## src/rtl/burst_rd_ctrl.sv

```systemverilog
// Avalon-MM burst read master: fetches packet [pkt_begin, pkt_end) into the capture FIFO in bursts of <= MAX_BURST words.
// Latency: request one cycle after entering ISSUE; FIFO write one cycle after each readdatavalid; done pulse one cycle after DONE.
// Backpressure: holds the request while waitrequest=1; no new burst while almost_full=1; data beats always accepted.
module burst_rd_ctrl #(
  parameter int DATA_W    = 32,
  parameter int ADDR_W    = 32,
  parameter int MAX_BURST = 16,
  parameter int BURST_W   = 16
) (
  input  logic               clk,
  input  logic               reset,
  input  logic               rd_ctrl,
  input  logic [ADDR_W-1:0]  pkt_begin,
  input  logic [ADDR_W-1:0]  pkt_end,
  input  logic               almost_full,
  output logic [DATA_W-1:0]  fifo_in,
  output logic               wr_to_fifo,
  output logic               rd_ctrl_rdy,
  output logic               busy,
  output logic [ADDR_W-1:0]  address,
  output logic               read,
  output logic [BURST_W-1:0] burstcount,
  input  logic [DATA_W-1:0]  readdata,
  input  logic               readdatavalid,
  input  logic               waitrequest
);

  localparam int B  = DATA_W / 8;
  localparam int LB = $clog2(B);
  localparam logic [ADDR_W-1:0] BMASK  = ADDR_W'(B - 1);
  localparam logic [ADDR_W-1:0] MAXB_A = ADDR_W'(MAX_BURST);

  typedef enum logic [1:0] {S_IDLE, S_ISSUE, S_DATA, S_DONE} state_t;

  state_t               state_q, state_d;
  logic [ADDR_W-1:0]    base_q, base_d;
  logic [ADDR_W-1:0]    off_q, off_d;
  logic [ADDR_W-1:0]    left_q, left_d;
  logic [BURST_W-1:0]   blen_q, blen_d;
  logic [BURST_W-1:0]   beat_q, beat_d;
  logic                 read_q, read_d;
  logic [ADDR_W-1:0]    addr_q, addr_d;
  logic [BURST_W-1:0]   bc_q, bc_d;
  logic [DATA_W-1:0]    fifo_q, fifo_d;
  logic                 wr_q, wr_d;
  logic                 rdy_q, rdy_d;
  logic                 busy_q, busy_d;

  logic [ADDR_W-1:0]    start_base;
  logic [ADDR_W-1:0]    start_words;
  logic [BURST_W-1:0]   burst_len;
  logic                 accept;
  logic                 last_beat;

  // Packet geometry at start, next burst length, and handshake events
  always_comb begin
    start_base  = pkt_begin & ~BMASK;
    start_words = (pkt_end <= pkt_begin) ? '0 : ((pkt_end - start_base + BMASK) >> LB);
    burst_len   = (left_q >= MAXB_A) ? BURST_W'(MAX_BURST) : left_q[BURST_W-1:0];
    accept      = read_q & ~waitrequest;
    last_beat   = readdatavalid && (beat_q == blen_q - BURST_W'(1));
  end

  // State and all registered outputs
  always_ff @(posedge clk or negedge reset) begin
    if (!reset) begin
      state_q <= S_IDLE;
      base_q  <= '0;
      off_q   <= '0;
      left_q  <= '0;
      blen_q  <= '0;
      beat_q  <= '0;
      read_q  <= 1'b0;
      addr_q  <= '0;
      bc_q    <= '0;
      fifo_q  <= '0;
      wr_q    <= 1'b0;
      rdy_q   <= 1'b0;
      busy_q  <= 1'b0;
    end else begin
      state_q <= state_d;
      base_q  <= base_d;
      off_q   <= off_d;
      left_q  <= left_d;
      blen_q  <= blen_d;
      beat_q  <= beat_d;
      read_q  <= read_d;
      addr_q  <= addr_d;
      bc_q    <= bc_d;
      fifo_q  <= fifo_d;
      wr_q    <= wr_d;
      rdy_q   <= rdy_d;
      busy_q  <= busy_d;
    end
  end

  // Next-state: one burst outstanding at a time, back to ISSUE until no words remain
  always_comb begin
    state_d = state_q;
    case (state_q)
      S_IDLE:  if (rd_ctrl) state_d = (start_words == '0) ? S_DONE : S_ISSUE;
      S_ISSUE: if (accept) state_d = S_DATA;
      S_DATA:  if (last_beat) state_d = (left_q == '0) ? S_DONE : S_ISSUE;
      S_DONE:  state_d = S_IDLE;
      default: state_d = S_IDLE;
    endcase
  end

  // Outputs and datapath: request is frozen once raised until accepted
  always_comb begin
    base_d = base_q;
    off_d  = off_q;
    left_d = left_q;
    blen_d = blen_q;
    beat_d = beat_q;
    read_d = read_q;
    addr_d = addr_q;
    bc_d   = bc_q;
    fifo_d = fifo_q;
    wr_d   = 1'b0;
    rdy_d  = (state_q == S_DONE);
    busy_d = (state_d != S_IDLE);
    case (state_q)
      S_IDLE: begin
        read_d = 1'b0;
        if (rd_ctrl) begin
          base_d = start_base;
          left_d = start_words;
          off_d  = '0;
          beat_d = '0;
        end
      end
      S_ISSUE: begin
        if (!read_q) begin
          if (!almost_full) begin
            read_d = 1'b1;
            addr_d = base_q + (off_q << LB);
            bc_d   = burst_len;
          end
        end else if (!waitrequest) begin
          read_d = 1'b0;
          blen_d = bc_q;
          off_d  = off_q + ADDR_W'(bc_q);
          left_d = left_q - ADDR_W'(bc_q);
          beat_d = '0;
        end
      end
      S_DATA: begin
        if (readdatavalid) begin
          fifo_d = readdata;
          wr_d   = 1'b1;
          beat_d = beat_q + BURST_W'(1);
        end
      end
      default: ;
    endcase
  end

  assign fifo_in     = fifo_q;
  assign wr_to_fifo  = wr_q;
  assign rd_ctrl_rdy = rdy_q;
  assign busy        = busy_q;
  assign address     = addr_q;
  assign read        = read_q;
  assign burstcount  = bc_q;

endmodule

```

## config.mk

```make
export PLATFORM = sky130hd
export DESIGN_NAME = burst_rd_ctrl
export DESIGN_NICKNAME = d
export VERILOG_FILES = /design/src/rtl/burst_rd_ctrl.sv
export SDC_FILE = /design/constraint.sdc
export NUM_CORES = 1
export LEC_CHECK = 0
export CAP_MARGIN = 0
export CORE_MARGIN = 2
export CORE_UTILIZATION = 55
export DETAILED_ROUTE_END_ITERATION = 10
export PLACE_DENSITY = 0.76
export SYNTH_ARGS = -nofsm -noshare
export SYNTH_HDL_FRONTEND = slang
export SYNTH_SLANG_ARGS = --single-unit
```

## constraint.sdc

```tcl
create_clock -name clk -period 8.47 [get_ports clk]
set_clock_uncertainty 0.15 [all_clocks]
set_input_delay 1.2705 -clock clk [delete_from_list [all_inputs] [get_ports clk]]
set_output_delay 1.2705 -clock clk [all_outputs]
set_load 0.02 [all_outputs]
```

# Yosys cells after proc, flatten, opt, wreduce, memory -nomap -nowiden
# Cells that the tools add are included.
[classes]
addsub = 7
magnitude_cmp = 2
eq_ne = 8
mux = 27
bitwise_logic = 4
reduce_logical = 13
[ops]
columns = ["op", "n"]
rows = [
  ["32-bit 2-to-1 mux", 6],
  ["32-bit case mux with 2 select lines", 2],
  ["16-bit 2-to-1 mux", 5],
  ["32-bit logical NOT", 2],
  ["16-bit case mux with 3 select lines", 1],
  ["32-bit by 16-bit adder with 32-bit output", 1],
  ["32-bit by 2-bit adder with 32-bit output, second input constant", 1],
  ["32-bit adder", 1],
  ["32-bit by 5-bit greater-or-equal comparator with 1-bit output, second input constant", 1],
  ["32-bit less-or-equal comparator", 1],
  ["32-bit by 16-bit subtractor with 32-bit output", 1],
  ["32-bit subtractor", 1],
  ["30-bit 2-to-1 mux", 1],
  ["16-bit by 1-bit adder with 16-bit output, second input constant", 1],
  ["16-bit equality test", 1],
  ["16-bit by 1-bit subtractor with 16-bit output, second input constant", 1],
  ["2-bit 2-to-1 mux", 5],
  ["2-bit != test, second input constant", 4],
  ["2-bit case mux with 4 select lines", 1],
  ["3-bit AND reduction", 2],
  ["1-bit 2-to-1 mux", 5],
  ["5-bit AND reduction", 1],
  ["2-bit equality test, second input constant", 2],
  ["2-bit AND reduction", 2],
  ["other kinds (9)", 12],
]
[totals]
register_bits = 212
in_bits = 102
out_inout_bits = 84

# Depth between registers and ports, before layout
# Gate-level depths: netlist of run 1.
[logic_depth]
word_depth = 8
depth_mapped = 15

# Least setup slack after synthesis of run 1
# No wires, ideal clock.
[synth_path]
path_kind = "in2reg"
from = "in pkt_begin[4]"
to = "reg state_q[1]"
setup_ps = 82
t_arrival_ps = 4177
path_slack_ps = 4061
cell_stages = 15
n_path_buf = 0
path_cell_list = "inv_1 ha_1 inv_1 fa_1 nor2b_1 o21a_1 a211o_1 a21oi_1 o2111a_1 o31ai_1 o311ai_0 nand4_1 nor4_1 a31oi_1 a31oi_1"
[synth_between]
elab_chain_len = 7
[synth_rtl]
columns = ["item", "line", "source"]
rows = [
  ["start, declared", "13", "input logic [ADDR_W-1:0] pkt_begin,"],
  ["32-bit subtractor", "58", "start_words = (pkt_end <= pkt_begin) ? '0 : ((pkt_end - start_base + BMASK) >> LB);"],
  ["32-bit by 2-bit adder with 32-bit output", "58", ""],
  ["30-bit 2-to-1 mux *", "58", ""],
  ["32-bit logical NOT *", "101", "S_IDLE: if (rd_ctrl) state_d = (start_words == '0) ? S_DONE : S_ISSUE;"],
  ["2-bit 2-to-1 mux * (2 in a row)", "101", ""],
  ["2-bit case mux with 4 select lines *", "100", "case (state_q)"],
  ["via state_d[1]", "35", "state_t state_q, state_d;"],
  ["end signal, assigned", "81", "state_q <= state_d;"],
  ["end, declared", "35", ""],
]
# The timed path passes the listed nets; every way through them passes the cells marked *.
# A chain may end at the register's enable or synchronous reset.

# Worst setup path in the final report of run 1
[layout_path]
from = "in pkt_begin[2]"
to = "reg state_q[1]"
# Same word-level chain as after synthesis.

==> results of run 1 <==
critical path, stage by stage:
cell             delay [ns]
clkdlybuf4s50_1        0.49
inv_1                  0.06
ha_1                   0.32
inv_1                  0.09
fa_1                   0.44
nand2_1                0.13
nand2b_1               0.10
a211o_1                0.37
a21oi_1                0.52
o21ai_0                0.32
o21ai_0                0.42
xnor2_1                0.17
nand4_1                0.11
nor4_1                 0.37
a31oi_1                0.14
a31oi_1                0.15
cell usage in the layout, fill, tap and decap left out, drive strengths merged, types with 24 or more instances in the layout:
cell,count
mux2,35
nand2,164
nor3,28
a21oi,80
nand3,40
dfrtp,208
nor2,115
inv,110
xnor2,63
clkdlybuf4s50,182
a21o,31
clkbuf,29
a31oi,24
xor2,49
o21ai,147
ha,125
path summary, 6_finish.rpt:
check,cells after the start,endpoint,slack (ns),from
worst max-delay path,16,state_q[1]$_DFF_PN0_,3.30,pkt_begin[2]
worst min-delay path,2,address[21]$_DFFE_PN0P_,0.33,address[21]$_DFFE_PN0P_
worst max register to register,13,off_q[26]$_DFFE_PN0P_,4.51,burstcount[0]$_DFFE_PN0P_
worst min register to register,2,address[21]$_DFFE_PN0P_,0.33,address[21]$_DFFE_PN0P_
max in group asynchronous,2,left_q[19]$_DFFE_PN0P_,6.17,reset
min in group asynchronous,1,beat_q[7]$_DFFE_PN0P_,0.61,reset
cell type report:
| type | instances | area (um^2) |
|---|---|---|
| multi-input combinational | 1234 | 8622 |
| tap | 335 | 419.2 |
| fill | 2112 | 8449 |
| timing repair buffer | 198 | 1948 |
| sequential | 208 | 5205 |
| inverter | 109 | 409.1 |
| clock buffer | 28 | 656.9 |
| clock inverter | 16 | 201.4 |
Yosys cell counts (all sizes together), types with 24 or more instances:
| cell type | n |
|---|---|
| dfrtp | 208 |
| nand2 | 164 |
| o21ai | 147 |
| ha | 125 |
| nor2 | 115 |
| inv | 109 |
| a21oi | 80 |
| xnor2 | 63 |
| xor2 | 49 |
| clkbuf | 47 |
| nand3 | 40 |
| mux2 | 35 |
| a21o | 31 |
| nor3 | 28 |
| a31oi | 24 |
cells by family after synthesis:
kind of cell | share of synthesized area, %
xor+xnor | 6.793
compound gates | 19.21
flops | 36.04
fa+ha+maj | 13.33
buf+inv | 4.419
mux | 3.006
other cells | 0.02597
simple gates | 17.18
power by group through the flow:
stage          Clock, uW  Sequential [uW]  Combinational, uW
6_report            1120             1670               2810
5_1_grt             1170             1720               3090
4_1_cts             1130             1670               2800
3_5_place_dp           0             1680               2780
3_3_place_gp           0             1660               2720
2_1_floorplan          0             1750               1740
sequential cells by signal (all words and copies together) (netlist names), 2 cells and up:
signal / cells
left_q: 32
off_q: 30
beat_q: 16
fifo_in: 32
blen_q: 16
burstcount: 16
state_q: 2
base_q: 30
address: 30
through the flow:
stage | util [%] | power (uW)
after global routing | 67.39 | 5973
final | 67.39 | 5606
after floorplan | - | 3490
after CTS | 67.39 | 5600
after detailed placement | 64.08 | 4460
after global placement | 64.08 | 4384
per-layer routing:
metal | track usage (%) | routed length [um]
met2 | 46.91 | 18220
met4 | 7.561 | 1016
met3 | 3.932 | 2551
met5 | 0 | 0
met1 | 39.52 | 17790
==> qor.yml, run 1 <==
status:
  status: "finished clean"
timing:
  slew_viol_final: 0
  finalCritPeriodShare_pct: 60.99
  fmax_ghz: 0.1936
  rsz0062_at_grt: "no"
  post-route-min-period_ns: 5.166
  tightest_slew_ns: 1.015
  fin_ws_ns: 3.304
  setup_viol: 0
  relSlewSlack_pct: 32.12
  hold_viol_final: 0
  setup-tns-final_ns: 0
  whs_ns: 0.3294
floorplanning:
  rows: 59
  boundaryPins: 186
  fp.coreArea_um2: 25910
  dieArea_um2: 27570
  die_w_um: 166.0
  die_h_um: 166.0
  start_util_pct: 55.73
logic_synthesis:
  ys_seq_area_share_pct: 36.04
  yosysWarnings: 0
  synth-async-reset-ratio_pct: 100.0
  synth-main-ff-cell: "dfrtp_1"
  ys_top_cells_by_area: "dfrtp_1 36%, ha_1 11%, o21ai_0 5.0%"
  avgSynthCellArea_um2: 8.998
  syn_area_um2: 14440
  netlist.area_leader.share_pct: 36.04
  ys_types: 81
  synth_seq_cells: 208
  synth_largest_area_cell: "dfrtp_1"
  synth_enable_flop_cells: 0
  syn-instance-count: 1605
place:
  dp_cells: 2084
  place.port_buffers: 183
  finalWeightedCongestion: 0.9443
  pre_cts_ws_ns: 2.843
  hpwlAfterDp_um: 30050
  placed_area_um2: 16600
global_route:
  grt_max_degree: 80
  grt_antenna_before_repair: 0
  grt_usage_pct: 28.39
  grt_pass1_wl_um: 64260
  grt_pass1_vias: 12401
  grt-ovfl-total: 0
final_layout:
  stdcell_count: 2128
  layout-drive-gt1-share_pct: 6.525
  final_area_um2: 17460
  final_nets: 2020
  synthToLayoutAreaGrowth_pct: 20.91
  n_antenna_cell: 0
drt:
  via_per_inst: 5.984
  vias: 12735
  drc: 0
  wl_um: 39580
  detail-route-antenna-nets: 0
  drt_iter0_drc: 910
  drt-pass1-iter-count: 5
  wl_per_cell_um: 18.60
clock_network:
  cts_setup_buffers: 0
  cts_hold_buf: 0
  cts_buffers: 24
  clk_pin_slew_ns: 0.06
  cts_max_path_buffers: 3
  cts_tree: "built"
  h-tree-depth: 1
  cts_resized: 0
  cts_sinks: 208
  cts_root_buffer: "clkbuf_16"
  insertion_delay_ns: 0.53
worst_setup_path:
  arrival_ns: 5.46
  endpoint_kind: "flip-flop"
  crit_path_max_fanout: 5
  start_kind: "input pin"
  crit_type: "input pin to flip-flop"
  critPathRequiredTime_ns: 8.77
pwr:
  powerDensity_nw_per_um2: 321.1
  combPwrFrac_pct: 50.2
  p_leak_uw: 0.007941
  sw_frac_of_total_pct: 42.40
  clock_power_share_pct: 20.0
  peakVddDrop_uv: 254.6
  internal_power_uw: 3229
  p_seq_share_pct: 29.8
  p_sw_uw: 2377
hold_path:
  hold_path_class: "flip-flop to flip-flop"
run:
  maxCapViolCount: 0
(Power assumes the default switching activity.)
==> inputs of run 2 (changes only) <==
==> constraint.sdc (replaced) <==
create_clock -name clk -period 4.8 [get_ports clk]
set_clock_uncertainty 0.15 [all_clocks]
set_input_delay 0.72 -clock clk [delete_from_list [all_inputs] [get_ports clk]]
set_output_delay 0.72 -clock clk [all_outputs]
set_load 0.02 [all_outputs]
==> run 2 against run 1 <==
Effect of this change:
- combinational power rose by 77%
- flip-flop and latch count did not move
- critical path depth did not move
- highest routed layer unchanged
- clock power rose by 72%
- non-clock buffer count rose by 5
- sequential power rose by 77%
- register-to-register slack got worse by 3.7 ns
- hold slack got worse by 0.20 ns
==> qor.yml, run 2 (synthesis gave the netlist of run 1 again) <==
timing:
  setup-tns-final_ns: 0  # unchanged
  slew_viol_final: 0  # unchanged
  rsz0062_at_grt: "no"
  fmax_ghz: 0.2358
  relSlewSlack_pct: 30.92  # -1.2 points
  finalCritPeriodShare_pct: 88.37
  hold_viol_final: 0  # unchanged
  whs_ns: 0.1314  # -0.1980 ns
  tightest_slew_ns: 1.036  # +0.02130 ns
  setup_viol: 0  # unchanged
  post-route-min-period_ns: 4.242
drt:
  drc: 0  # unchanged
  drt-pass1-iter-count: 5  # unchanged
  detail-route-antenna-nets: 0  # unchanged
  drt_iter0_drc: 780  # -14%
  wl_per_cell_um: 18.47  # -0.71%
  vias: 12649  # -0.68%
  wl_um: 39390  # -0.48%
  via_per_inst: 5.930  # -0.91%
clock_network:
  cts_setup_buffers: 0  # unchanged
  cts_resized: 0  # unchanged
  cts_buffers: 24  # unchanged
  cts_tree: "built"
  insertion_delay_ns: 0.53  # about the same
  cts_max_path_buffers: 3  # unchanged
  cts_root_buffer: "clkbuf_16"
  clk_pin_slew_ns: 0.06  # about the same
  h-tree-depth: 1  # unchanged
  cts_sinks: 208  # unchanged
  cts_hold_buf: 0  # unchanged
worst_setup_path:
  endpoint_kind: "flip-flop"
  worst_r2r_path_depth: 13  # unchanged
  crit_type: "input pin to flip-flop"
  arrival_ns: 4.53  # -0.93 ns
  start_kind: "input pin"
  critPathRequiredTime_ns: 5.09  # -3.68 ns
  rr_endpoint: "off_q[24]$_DFFE_PN0P_"
  rr_startpoint: "burstcount[0]$_DFFE_PN0P_"
  crit_path_max_fanout: 4  # -1
  regToRegSetupSlack_ns: 0.84  # -3.67 ns
global_route:
  grt_antenna_before_repair: 0  # unchanged
  grt_max_degree: 118  # +48%
  grt_pass1_wl_um: 64050  # -0.32%
  grt_pass1_vias: 12396  # -0.040%
  grt_usage_pct: 28.28  # -0.11 points
  grt-ovfl-total: 0  # unchanged
floorplanning:
  boundaryPins: 186  # unchanged
  start_util_pct: 55.73  # unchanged
  die_w_um: 166.0  # unchanged
  fp.coreArea_um2: 25910  # unchanged
  dieArea_um2: 27570  # unchanged
  rows: 59  # unchanged
  die_h_um: 166.0  # unchanged
final_layout:
  final_common_cell: "dfrtp_1"
  num-fill-cells: 2123  # +0.52%
  layout-drive-gt1-share_pct: 6.730  # +0.20 points
  synthToLayoutAreaGrowth_pct: 21.08
  n_antenna_cell: 0  # unchanged
  final_cell_mix: "208 x dfrtp_1, 182 x clkdlybuf4s50_1, 164 x nand2_1, 145 x o21ai_0, 125 x ha_1"
  final_nets: 2025  # +0.25%
pwr:
  finalPower_uw: 9858  # +76%
  p_leak_uw: 0.007959  # +0.23%
  powerDensity_nw_per_um2: 563.8  # +76%
  peakVddDrop_uv: 414.9  # +63%
place:
  place.port_buffers: 183  # unchanged
  finalWeightedCongestion: 0.9191  # -2.7%
  hpwlAfterDp_um: 30140  # +0.29%
hold_path:
  hold_path_class: "input pin to async pin"
status:
  status: "finished clean"
run:
  maxCapViolCount: 0  # unchanged
## run 2: cell count changes in the layout (fill, tap and decap cells not counted)
cell       previous run  this run
nor3_4                1         0
clkinv_2              6         4
buf_4                15        19
buf_12                0         1
nor3_2                0         1
bufinv_16             4         2
clkbuf_8              3         7
clkinv_4              2         1
clkbuf_1              1         2
## run 2: how the worst max path moves through the flow
stage | to | slack, ns | depth (start not counted) | start
after floorplan | state_q[1]$_DFF_PN0_ | 0.94 | 15 | pkt_begin[4]
after global placement | state_q[1]$_DFF_PN0_ | 0.19 | 16 | pkt_begin[2]
after detailed placement | state_q[1]$_DFF_PN0_ | 0.02 | 16 | pkt_begin[2]
after CTS | state_q[1]$_DFF_PN0_ | 0.55 | 16 | pkt_begin[2]
after global routing | state_q[1]$_DFF_PN0_ | 0.17 | 16 | pkt_begin[2]
final | state_q[1]$_DFF_PN0_ | 0.56 | 16 | pkt_begin[2]
## run 2: cell type report
class	count	area, um^2	share of cell area (%)
Multi-Input combinational cell	1234	8616	49.27
Sequential cell	208	5205	29.77
Timing Repair Buffer	203	1998	11.43
Clock buffer	33	715.7	4.093
Tap cell	335	419.2	2.397
Inverter	109	409.1	2.340
Clock inverter	11	122.6	0.7013
## run 2: metal layers
layer,share of wire (%),track usage (%)
met3,6.8,4.409
met4,2.0,6.730
met5,0,0
met2,46,46.91
met1,45,39.19
## run 2: through the flow
stage               utilization [%]  instance area (um^2)  setup WS, ns  cells
detailed placement            64.25                 16650       0.01996   2089
floorplan                         -                 14450        0.9419   1606
finish                        67.48                 17490        0.5582   2133
global placement              64.25                 16650        0.1925   2089
CTS                           67.48                 17490        0.5544   2133
global route                  67.48                 17490        0.1655   2133
## run 2: critical path, stage by stage
cell and delay [ns]:
clkdlybuf4s50_1 0.48, inv_1 0.06, ha_1 0.32, inv_1 0.08, fa_1 0.45, nand2_1 0.13, nand2b_1 0.08, a211o_1 0.36
a21oi_1 0.34, o21ai_0 0.26, o21ai_0 0.41, xnor2_1 0.17, nand4_1 0.11, nor4_1 0.29, a31oi_1 0.13, a31oi_1 0.14
## run 2: power by group
part	internal [uW]	switching, uW
clock	1150	773
combinational	2130	2850
sequential	2370	580
